$ cat src/rtl/ucode_sequencer.sv
// ucode_sequencer: microcode sequencer for the CPU control unit.
//
// Accepts opcodes from decode and looks up each microroutine entry point in an
// external 256x8 jump ROM that has a 1-cycle registered read. The micro-PC is
// then stepped through the control store according to the sequencing field of
// the microinstruction at upc. At each dispatch point a pending interrupt is
// taken ahead of the next opcode.
//
// Ports:
//   clk_i          clock, rising edge
//   rst_i          asynchronous active-high reset
//   op_valid_i     decode presents an opcode
//   op_i           opcode
//   op_ready_o     opcode accepted when op_valid_i && op_ready_o
//   jrom_adr_o     jump ROM address, combinationally equal to op_i
//   jrom_dout_i    jump ROM data, valid the cycle after the address is sampled
//   uctl_next_i    sequencing field: 00 SEQ, 01 BR, 10 DISP, 11 COND
//   uctl_target_i  branch target of the microinstruction at upc
//   cond_i         branch condition used by COND
//   stall_i        freeze the sequencer this cycle (ignored during lookup)
//   irq_req_i      interrupt pending (level)
//   irq_ack_o      one-cycle pulse when an interrupt is taken
//   upc_o          current micro-PC (registered)
//   upc_valid_o    upc_o addresses a live microinstruction
module ucode_sequencer #(
  parameter int unsigned          UADDR_W = 8,
  parameter int unsigned          OP_W    = 8,
  parameter logic [UADDR_W-1:0]   IRQ_VEC = 8'hF0
) (
  input  logic               clk_i,
  input  logic               rst_i,
  input  logic               op_valid_i,
  input  logic [OP_W-1:0]    op_i,
  output logic               op_ready_o,
  output logic [OP_W-1:0]    jrom_adr_o,
  input  logic [UADDR_W-1:0] jrom_dout_i,
  input  logic [1:0]         uctl_next_i,
  input  logic [UADDR_W-1:0] uctl_target_i,
  input  logic               cond_i,
  input  logic               stall_i,
  input  logic               irq_req_i,
  output logic               irq_ack_o,
  output logic [UADDR_W-1:0] upc_o,
  output logic               upc_valid_o
);

  typedef enum logic [1:0] {
    StIdle   = 2'b00,
    StLookup = 2'b01,
    StRun    = 2'b10
  } state_e;

  typedef enum logic [1:0] {
    SeqNext  = 2'b00,
    SeqBr    = 2'b01,
    SeqDisp  = 2'b10,
    SeqCond  = 2'b11
  } seq_e;

  state_e               state_q, state_d;
  logic [UADDR_W-1:0]   upc_q, upc_d;
  logic                 upc_valid_q, upc_valid_d;
  logic                 irq_ack_q, irq_ack_d;

  seq_e                 seq;
  logic                 dispatch;
  logic [UADDR_W-1:0]   upc_inc;

  assign seq     = seq_e'(uctl_next_i);
  assign upc_inc = upc_q + UADDR_W'(1);

  // The ROM samples this address on the same edge that accepts the opcode.
  assign jrom_adr_o = op_i;

  // A dispatch point is either an idle sequencer or an unstalled DISP in RUN.
  always_comb begin
    dispatch = 1'b0;
    if (state_q == StIdle) begin
      dispatch = 1'b1;
    end else if (state_q == StRun && seq == SeqDisp && !stall_i) begin
      dispatch = 1'b1;
    end
  end

  // Interrupts win at a dispatch point, so the opcode is held off while one is pending.
  assign op_ready_o = dispatch && !irq_req_i;

  always_comb begin
    state_d     = state_q;
    upc_d       = upc_q;
    upc_valid_d = upc_valid_q;
    irq_ack_d   = 1'b0;

    unique case (state_q)
      StIdle: begin
        upc_valid_d = 1'b0;
        if (irq_req_i) begin
          upc_d       = IRQ_VEC;
          upc_valid_d = 1'b1;
          irq_ack_d   = 1'b1;
          state_d     = StRun;
        end else if (op_valid_i) begin
          state_d = StLookup;
        end
      end

      // Stall is deliberately ignored: the ROM output is only valid this cycle.
      StLookup: begin
        upc_d       = jrom_dout_i;
        upc_valid_d = 1'b1;
        state_d     = StRun;
      end

      StRun: begin
        if (!stall_i) begin
          unique case (seq)
            SeqNext: upc_d = upc_inc;
            SeqBr:   upc_d = uctl_target_i;
            SeqCond: upc_d = cond_i ? uctl_target_i : upc_inc;
            SeqDisp: begin
              if (irq_req_i) begin
                upc_d     = IRQ_VEC;
                irq_ack_d = 1'b1;
              end else if (op_valid_i) begin
                upc_valid_d = 1'b0;
                state_d     = StLookup;
              end else begin
                upc_valid_d = 1'b0;
                state_d     = StIdle;
              end
            end
            default: upc_d = upc_q;
          endcase
        end
      end

      default: begin
        state_d     = StIdle;
        upc_valid_d = 1'b0;
      end
    endcase
  end

  // Reset drops to IDLE, which also discards any ROM read still in flight.
  always_ff @(posedge clk_i or posedge rst_i) begin
    if (rst_i) begin
      state_q     <= StIdle;
      upc_q       <= '0;
      upc_valid_q <= 1'b0;
      irq_ack_q   <= 1'b0;
    end else begin
      state_q     <= state_d;
      upc_q       <= upc_d;
      upc_valid_q <= upc_valid_d;
      irq_ack_q   <= irq_ack_d;
    end
  end

  assign upc_o       = upc_q;
  assign upc_valid_o = upc_valid_q;
  assign irq_ack_o   = irq_ack_q;

endmodule

$ cat config.mk
export PLATFORM = sky130hd
export DESIGN_NAME = ucode_sequencer
export DESIGN_NICKNAME = d
export VERILOG_FILES = /design/src/rtl/ucode_sequencer.sv
export SDC_FILE = /design/constraint.sdc
export NUM_CORES = 1
export LEC_CHECK = 0
export ABC_AREA = 1
export CAP_MARGIN = 10
export CORE_UTILIZATION = 40
export DETAILED_ROUTE_END_ITERATION = 8
export DONT_BUFFER_PORTS = 1
export MAX_ROUTING_LAYER = met4
export SYNTH_ARGS = -nofsm -noshare
export SYNTH_HDL_FRONTEND = slang
export SYNTH_SLANG_ARGS = --single-unit
$ cat constraint.sdc
create_clock -name clk_i -period 2 [get_ports clk_i]
set_clock_uncertainty 0.15 [all_clocks]
set_input_delay 0.2 -clock clk_i [delete_from_list [all_inputs] [get_ports clk_i]]
set_output_delay 0.2 -clock clk_i [all_outputs]
set_load 0.01 [all_outputs]
* Word-level counts from Yosys, hierarchy flattened
Index checks and enable logic that the tools add are counted.
** Cells by class
- Add/sub/neg operators :: 1
- Equal/unequal tests :: 9
- Multiplexer cells :: 22
- Reduce and logical (&&, ||, !) cells :: 11
** Operators with widths (count)
- 8-bit one-hot mux with 4 select lines :: 1
- 8-bit two-way mux :: 3
- 8-bit one-hot mux with 3 select lines :: 1
- 2-bit two-way mux :: 5
- 1-bit two-way mux :: 9
- 8-bit by 1-bit adder with 8-bit output, second input constant :: 1
- 2-bit equality test, second input constant :: 3
- 2-bit one-hot mux with 3 select lines :: 1
- 2-bit by 1-bit equality test with 1-bit output, second input constant :: 2
- 2-bit logical NOT :: 2
- 2-bit inequality test, second input constant :: 2
- 4-bit AND reduction :: 1
- 1-bit logical AND :: 3
- 3-bit inequality test, second input constant :: 1
- 1-bit one-hot mux with 3 select lines :: 1
- 3-bit AND reduction :: 1
- 3-bit nonzero test :: 1
- 1-bit logical NOT :: 2
- 2-bit by 1-bit inequality test with 1-bit output, second input constant :: 1
- 1-bit one-hot mux with 2 select lines :: 1
- 2-bit AND reduction :: 1
** Word-level totals
- Register bits after elaboration :: 12
- Input port bits :: 32
- Output and inout port bits :: 19

* Depth between registers and ports, before layout
Gate-level depths: netlist of the first run.
- Word-level depth :: 6
- Gate-level depth with buffers :: 11
- Depth with buffers taken out :: 11

* Worst setup path after synthesis of the first run
Ideal clock, no wire load.
- Path type :: register to output
- Start point :: reg state_q[0]
- End point :: out op_ready_o
- Arrival time :: 1.281 ns
- Required time :: 1.650 ns
- Setup slack :: 0.369 ns
- Stages on the path, launching flop included :: 8
- Path buffers :: 1
- Path through :: dfrtp_1 -> inv_1 -> ha_1 -> buf_2 -> inv_1 -> nor2_1 -> a21oi_1 -> nor2_1
** Between the ends
- Cells in the longest elaborated chain, start to end :: 6
- Elaborated cells between the ends (all ways) :: 7
- Classes of those cells :: eq/ne (1); mux (2); reduce/logical (4)
** Ends and longest elaborated chain
- from (decl) :: line 60 : state_e state_q, state_d;
- from (signal assigned) :: line 147 : state_q <= StIdle;
- from (signal assigned) :: line 152 : state_q <= state_d;
- 2-bit equality test :: line 80 : end else if (state_q == StRun && seq == SeqDisp && !stall_i) begin
- 1-bit logical AND (2 in series) :: line 80
- 1-bit two-way mux :: line 80
- 1-bit two-way mux (*) :: line 78 : if (state_q == StIdle) begin
- 1-bit logical AND (*) :: line 86 : assign op_ready_o = dispatch && !irq_req_i;
- to (decl) :: line 34 : output logic op_ready_o,
Mark *: on every way between the ends. The rest lies on a longest branch, timed or not.

* Final worst setup path of the first run
Same ends and word-level chain as after synthesis.

==> qor.yml, run 1 <==
slew_violations: 0
pwr-share-comb: 0.582
synth_top_cell_by_area: "dfrtp_1"
synth_compound_area_frac: 0.210
powerDensity_mw_per_mm2: 1350
r2r_start: "upc_o[0]"
synth_top_cell_area_share: 0.239
synth_edf_count: 0
p_leak_nw: 0.672
swShare: 0.536
cp.required_ns: 1.65
fin_area_mm2: 0.00130
cp_top_family: "flip-flops"
num_vias: 1267
p_total_mw: 1.75
synthFlopType: "dfrtp_1"
final_hold_viol_count: 0
synthMuxAreaShare: 0
hold_ws_ns: 0.00708
htree_levels: 1
vias_per_cell: 5.41
synth_top_family_by_area: "simple AND/OR/NAND/NOR gates"
coreArea_mm2: 0.00285
p_switching_mw: 0.939
grt-ovfl-total: 0
synth_nets: 244
min_period_ns: 1.86
pwr-share-clk: 0.088
setup_violations: 0
critical_path.max_stage_delay_ns: 0.42
tns_ns: 0
grt_usage: 0.220
yosys.area_share.simple: 0.319
nFillCells: 308
clk_latency_ns: 0.27
ir_drop_mv: 0.574
pin_count: 51
yosysWarningCount: 0
cp_common_cell: "inv_1"
cp-startpoint: "state_q[0]"
dieArea_mm2: 0.00337
dp_slack_ns: 0.127
seqPwrFrac: 0.330
endpoint_kind: "output port"
cp_num_buf_inv: 2
avgRoutedWirePerCell_um: 14.0
maxCapViolCount: 0
grt_start_max_net_pins: 13
wirelength_mm: 3.27
drive_gt1_frac: 0.0640
path_clk_slew_ns: 0.08
dieWidth_um: 58.0
synthDistinctLibCells: 26
cp_max_fo: 7
port_buffers: 0
finalNetCount: 243
drc: 4
start_util: 0.440
ys_top_cells_by_area: "dfrtp_1 24%, nand2_1 17%, inv_1 8.4%"
place.gp.congestion: 0.831
cts.sinks: 12
antenna_cells: 0
syn_inst: 206
relSlewSlack: 0.656
synth-seq-cells: 12
grt_pass1_wl_mm: 5.59
syn_to_final_growth_pct: 3.69
ys_seq_area_frac: 0.239
rsz0062_at_grt: "false"
worst_slew_pin_slew_ns: 0.516
drt-pass1-iter-count: 8
synthTopCellsByCount: "58 x nand2_1, 28 x inv_1, 25 x nor2_1"
antenna_found_initial: 0
clockRootBuffer: "clkbuf_4"
synth_adder_area_share: 0.0598
yosysMostFrequentCell: "nand2_1"
place_hpwl_mm: 2.63
critPathKind: "reg2out"
min-delay-start: "stall_i"
fmax_mhz: 536
cts_buffers: 3
grt_pass1_vias: 1269
synth_area_mm2: 0.00125
first_iter_violations: 66
crit_chain: "inv_1, ha_2, inv_1, nor2_1, a21oi_1, nor2_2"
crit_slowest_cell: "dfrtp_1"
ys_async_sr_fraction: 1.00
postCtsSetupBuffers: 0
violations: "design-rule violations"
die_h_um: 58.0
setup_ws_ns: 0.135
p_int_mw: 0.812
clockBufferDepth: 2
cts_tree: "built"
status: "finished, violations left"
cp-start-kind: "register"
synth_xor_area_frac: 0.0140
hp-class: "in2reg"
period_share: 0.932
synth_area_per_cell_um2: 6.09
rows: 19
r2r_setup_slack_ns: 0.25
cp.arrival_ns: 1.51
placed_area_mm2: 0.00122
antenna_left: 0
[cell usage in the layout (no fill, tap or decap)]
cell type	instances
a211oi_1	1
a21oi_1	19
a22oi_1	3
a31oi_1	1
buf_4	1
clkbuf_4	3
clkinv_1	1
dfrtp_1	12
dlygate4sd3_1	5
ha_1	5
ha_2	1
inv_1	27
inv_2	4
nand2_1	58
nand3_1	11
nand4_1	1
nor2_1	24
nor2_2	1
nor2_4	2
nor3_1	1
o2111ai_1	1
o211ai_1	4
o21ai_0	9
o21ai_1	1
o21ai_4	1
o21bai_1	2
o22ai_1	2
xor2_1	2
[logic make-up (layout without fill, tap and decap cells)]
logic type,count (synthesis),after routing
fa+ha+maj,6,6
buf+inv,44,41
flops,12,12
compound gates,44,44
xor+xnor,2,2
simple gates,98,98
[worst min-delay path, cell delays in order]
cell and delay (ns):
o21ai_4 0.06, nor2_1 0.09, a31oi_1 0.05
[power by group through the flow]
stage	Sequential [mW]	Combinational (mW)	Clock (mW)
finish	0.578	1.02	0.154
floorplan	0.532	0.821	0
global placement	0.573	0.980	0
CTS	0.576	1.01	0.160
detailed placement	0.581	0.991	0
global route	0.598	1.20	0.170
[final cells by class]
class                      instances  area, um^2  area share
multi-input combinational        150         762       0.586
timing repair buffer               6        57.6      0.0442
inverter                          32         120      0.0923
clock buffer                       3        22.5      0.0173
sequential                        12         300       0.231
tap                               31        38.8      0.0298
[routing by layer]
metal,global-route usage,share of wire,routed length (um)
met1,0.271,0.45,1480
met2,0.361,0.46,1520
met3,0.0737,0.083,273
met4,0.0238,0.0015,5
met5,-,0,0
[worst paths after layout]
check,to,cells after the start
worst max-delay path,op_ready_o,6
worst min-delay path,upc_valid_o,3
worst max register to register,upc_o[6],10
worst min register to register,upc_valid_o,2
max in group asynchronous,upc_o[3],2
min in group asynchronous,upc_o[2],2
[stage by stage]
step           utilization  instances
3_3_place_gp         0.429        226
2_1_floorplan            -        206
3_5_place_dp         0.429        226
6_report             0.456        234
4_1_cts              0.454        234
5_1_grt              0.456        234
[state kept, by name (all words and copies together) (netlist names)]
name,cells
state_q,2
upc_valid_o,1
upc_o,8
irq_ack_o,1
[timing repair]
| action | in CTS | in global routing |
|---|---|---|
| setup endpoints to repair | 0 | 6 |
| endpoints found under the hold margin | 16 | 0 |
| gates resized for setup | 0 | 3 |
| hold buffers | 5 | 0 |
Note: power is estimated with default switching activity, not from simulation.
==> inputs of run 2 (changes only) <==
--- a/config.mk
+++ b/config.mk
@@ -9,8 +9,9 @@
 export CAP_MARGIN = 10
 export CORE_UTILIZATION = 40
 export DETAILED_ROUTE_END_ITERATION = 8
-export DONT_BUFFER_PORTS = 1
 export MAX_ROUTING_LAYER = met4
+export PLACE_DENSITY = 0.82
+export SKIP_CTS_REPAIR_TIMING = 1
 export SYNTH_ARGS = -nofsm -noshare
 export SYNTH_HDL_FRONTEND = slang
 export SYNTH_SLANG_ARGS = --single-unit
==> run 2 against run 1 <==
Compared with the run above:
- the run still ends with design-rule violations left
- sequential share of layout area shrank 5.0 points
- fmax is 1.5% lower
- clock power is 32% higher
- final cell count grew 16%
- total power grew 16%
- critical path type unchanged
- highest routed layer is now met3
==> qor.yml, run 2 (synthesis gave the netlist of run 1 again) <==
drc: 5
pin_count: 51
fin_area_mm2: 0.00166
critPathKind: "reg2out"
violations: "design-rule violations"
grt_pass1_wl_mm: 5.13
cp-startpoint: "state_q[0]"
grt-ovfl-total: 0
setup_ws_ns: 0.108
path_clk_slew_ns: 0.09
r2r_start: "state_q[0]"
period_share: 0.946
placedCellCount: 266
start_util: 0.440
drive_gt1_frac: 0.0833
cp.arrival_ns: 1.54
first_iter_violations: 73
vias_per_cell: 5.07
r2r_setup_slack_ns: 0.21
clk_latency_ns: 0.28
min_period_ns: 1.89
p_total_mw: 2.03
antenna_found_initial: 0
ir_drop_mv: 0.631
fmax_mhz: 528
dieArea_mm2: 0.00337
pwr-share-clk: 0.100
place.gp.congestion: 0.873
worst_slew_pin_slew_ns: 0.484
rsz0062_at_grt: "false"
cts_tree: "built"
clockBufferDepth: 2
hp-class: "in2async"
grt_start_max_net_pins: 13
num_vias: 1374
nFillCells: 297
regArea_um2: 300
powerDensity_mw_per_mm2: 1220
die_h_um: 58.0
cts_buffers: 3
wirelength_mm: 3.16
swShare: 0.477
grt_usage: 0.198
cp.required_ns: 1.65
setup_violations: 0
seqPwrFrac: 0.252
cts.sinks: 12
cp-start-kind: "register"
port_buffers: 34
slew_violations: 0
p_int_mw: 1.06
final_common_cell: "nand2_1"
maxCapViolCount: 0
rr_worst_depth: 9
relSlewSlack: 0.677
dieWidth_um: 58.0
pwr-share-comb: 0.648
coreArea_mm2: 0.00285
cp_max_fo: 3
crit_end: "op_ready_o"
grt_pass1_vias: 1192
endpoint_kind: "output port"
largest_register_ffs: 8
htree_levels: 1
placed_area_mm2: 0.00161
antenna_left: 0
clockRootBuffer: "clkbuf_4"
p_switching_mw: 0.968
antenna_cells: 0
place_hpwl_mm: 2.50
drt-pass1-iter-count: 6
multi_input_area_um2: 759
avgRoutedWirePerCell_um: 11.7
r2r_end: "upc_o[3]"
fin_cells: 271
rows: 19
status: "finished, violations left"
final_cell_mix: "58 x nand2_1, 33 x clkdlybuf4s50_1, 27 x inv_1"
p_leak_nw: 0.839
final_util: 0.581
dp_slack_ns: 0.0420
final_hold_viol_count: 0
finalNetCount: 279
syn_to_final_growth_pct: 32.1
-- run 2: cell count changes in the layout (fill, tap and decap cells not counted), sizes merged --
cell           previous run  this run
buf                       1         8
clkdlybuf4s50             0        33
clkbuf                    3         4
dlymetal6s2s              0         1
dlygate4sd3               5         0
-- run 2: metrics by stage --
step | TNS, ns | hold WS, ns
2_1_floorplan | 0 | -0.0853
3_3_place_gp | 0 | 0.250
3_5_place_dp | 0 | 0.250
4_1_cts | -0.238 | 0.0925
5_1_grt | 0 | 0.142
6_report | 0 | 0.0754
-- run 2: area by class of cell --
cell class,instances,area share
multi-input combinational,150,0.458
timing repair buffer,42,0.243
sequential,12,0.181
inverter,32,0.0725
tap,31,0.0234
clock buffer,4,0.0219
-- run 2: power by group through the flow --
stage                     clock network [mW]  logic, mW  registers, mW
after floorplan                            0      0.821          0.532
after global placement                     0       1.26          0.515
after detailed placement                   0       1.29          0.515
after CTS                              0.205       1.30          0.512
after global routing                   0.212       1.50          0.530
final                                  0.203       1.31          0.512
-- run 2: how the worst min path moves through the flow --
stage | endpoint | slack [ns]
finish | irq_ack_o | 0.08
global route | irq_ack_o | 0.14
CTS | irq_ack_o | 0.09
detailed placement | jrom_adr_o[3] | 0.25
global placement | jrom_adr_o[3] | 0.25
floorplan | irq_ack_o | -0.09
-- run 2: worst max-delay path, cell delays in order, from the launching register on --
cell and delay [ns]:
dfrtp_1 0.38, inv_1 0.09, ha_1 0.21, inv_1 0.09
nor2_1 0.04, a21oi_1 0.22, nor2_1 0.06, dlymetal6s2s_1 0.17
-- run 2: routing by layer --
metal	up-vias	global-route usage	part of all wire
li1	727	-	-
met1	605	0.261	0.47
met2	42	0.330	0.47
met3	0	0.0379	0.059
met4	0	0.0170	0
met5	-	-	0
==> inputs of run 3 (changes only) <==
--- a/config.mk
+++ b/config.mk
@@ -5,12 +5,13 @@
 export SDC_FILE = /design/constraint.sdc
 export NUM_CORES = 1
 export LEC_CHECK = 0
-export ABC_AREA = 1
+export ABC_AREA = 0
 export CAP_MARGIN = 10
+export CORE_ASPECT_RATIO = 0.9
 export CORE_UTILIZATION = 40
 export DETAILED_ROUTE_END_ITERATION = 8
 export MAX_ROUTING_LAYER = met4
-export PLACE_DENSITY = 0.82
+export PLACE_DENSITY = 0.85
 export SKIP_CTS_REPAIR_TIMING = 1
 export SYNTH_ARGS = -nofsm -noshare
 export SYNTH_HDL_FRONTEND = slang
==> run 3 against run 2 <==
Compared with the run above:
- the flow still finishes with violations (design-rule violations)
- routed wire length rose by 11%
- die area down 12%
- non-clock buffer count up 10
- largest power group unchanged
- largest cell class unchanged
- core utilization grew 4.9 points
- synthesized cell count decreased by 34%
- highest routed layer is now met4
- critical path depth fell by 2
==> qor.yml, run 3 <==
status: "finished, violations left"
violations: "design-rule violations"
wirelength_mm: 3.52
r2r_start: "state_q[1]"
cts_buffers: 3
coreArea_mm2: 0.00253
grt_pass1_wl_mm: 5.33
largest_register_ffs: 8
synth_top_cell_by_area: "dfrtp_1"
placed_area_mm2: 0.00152
drc: 4
clockBufferDepth: 2
dieArea_mm2: 0.00296
cp.arrival_ns: 2.05
cp.required_ns: 2.09
hold_ws_ns: 0.0723
worst_slew_pin_slew_ns: 0.500
synthTopCellsByCount: "12 x dfrtp_1, 12 x nand2_1, 10 x a21oi_1, 10 x inv_1, 10 x nor2_1"
rows: 17
p_leak_nw: 0.705
avgRoutedWirePerCell_um: 16.9
port_buffers: 34
synth-seq-cells: 12
setup_ws_ns: 0.0371
hp-class: "in2async"
finalNetCount: 219
synth_area_mm2: 0.00110
grt_start_max_net_pins: 13
critPathKind: "reg2reg"
fmax_mhz: 509
synth_area_per_cell_um2: 8.08
powerDensity_mw_per_mm2: 1230
cts.sinks: 12
synth_top_cell_area_share: 0.273
cp_max_fo: 5
ys_seq_area_frac: 0.273
endpoint_kind: "register"
grt_pass1_vias: 1191
clk_latency_ns: 0.29
vias_per_cell: 6.16
yosysWarningCount: 0
first_iter_violations: 86
final_hold_viol_count: 0
rr_worst_depth: 5
syn_inst: 136
start_util: 0.434
num_vias: 1282
die_h_um: 51.7
maxCapViolCount: 0
ys_top_cells_by_area: "dfrtp_1 27%, ha_1 6.8%, buf_4 5.5%"
synth_nets: 174
min_period_ns: 1.96
drt-pass1-iter-count: 7
slew_violations: 0
r2r_setup_slack_ns: 0.04
placedCellCount: 203
dp_slack_ns: -0.0873
htree_levels: 1
antenna_found_initial: 0
ys_async_sr_fraction: 1.00
synthDistinctLibCells: 45
place_hpwl_mm: 2.67
fin_cells: 208
tns_ns: 0
path_clk_slew_ns: 0.09
period_share: 0.981
final_common_cell: "clkdlybuf4s50_1"
final_cell_mix: "33 x clkdlybuf4s50_1, 18 x buf_4, 12 x nand2_1"
setup_violations: 0
cp-start-kind: "register"
antenna_left: 0
syn_to_final_growth_pct: 45.2
ir_drop_mv: 0.479
fin_area_mm2: 0.00160
place.gp.congestion: 0.896
r2r_end: "upc_o[3]"
antenna_cells: 0
drive_gt1_frac: 0.183
clockRootBuffer: "clkbuf_4"
pin_count: 51
grt-ovfl-total: 0
dieWidth_um: 57.2
cp-startpoint: "state_q[1]"
cts_tree: "built"
relSlewSlack: 0.666
nFillCells: 222
grt_usage: 0.246
synth_edf_count: 0
synthFlopType: "dfrtp_1"
[run 3: cell count changes after synthesis, sizes merged, moves of 3 or more]
cell and change:
nand3 -8, and3 +4, a32oi +3, nor2 -17
a22oi -3, nand2b +4, a21oi -9, nand2 -46
inv -21
[run 3: cell families after synthesis]
logic type	share of synthesized area
mux	0.0137
flops	0.273
fa+ha+maj	0.0683
simple gates	0.243
compound gates	0.290
buf+inv	0.112
[run 3: worst max-delay path, cell delays in order, from the launching register on]
cell       delay, ns
dfrtp_2         0.41
buf_4           0.16
ha_1            0.25
nand4bb_1       0.39
o311ai_1        0.38
a211o_1         0.17
[run 3: layout make-up]
class / instances / area, um^2 / area share
inverters: 10 / 37.5 / 0.0235
multi-input cells: 102 / 706 / 0.442
well taps: 28 / 35.0 / 0.0220
flip-flops and latches: 12 / 303 / 0.190
clock buffers: 4 / 36.3 / 0.0227
repair buffers: 52 / 478 / 0.300
[run 3: routing by layer]
layer  GRT usage  vias up  routed length (um)  share of wire
li1            -      591                   -              -
met1       0.305      597                1410           0.40
met2       0.408       83                1690           0.48
met3      0.0323       11                 338          0.096
met4       0.102        0                  76          0.022
met5           -        -                   0              0
[run 3: where the power goes]
part | switching, mW | total (mW) | internal (mW) | leakage, nW
clock | 0.101 | 0.212 | 0.111 | 0.0210
combinational | 0.609 | 1.26 | 0.646 | 0.538
sequential | 0.131 | 0.489 | 0.358 | 0.146
total | 0.842 | 1.96 | 1.11 | 0.705
[run 3: metrics by stage]
step / util / power [mW]
global route: 0.630 / 2.09
detailed placement: 0.599 / 1.65
floorplan: - / 1.14
CTS: 0.613 / 1.87
finish: 0.630 / 1.96
global placement: 0.599 / 1.63
[run 3: worst max path at each step]
stage | cells after the start | end
detailed placement | 5 | op_ready_o
CTS | 5 | op_ready_o
floorplan | 6 | upc_o[3]
global route | 5 | upc_o[3]
global placement | 5 | op_ready_o
finish | 5 | upc_o[3]
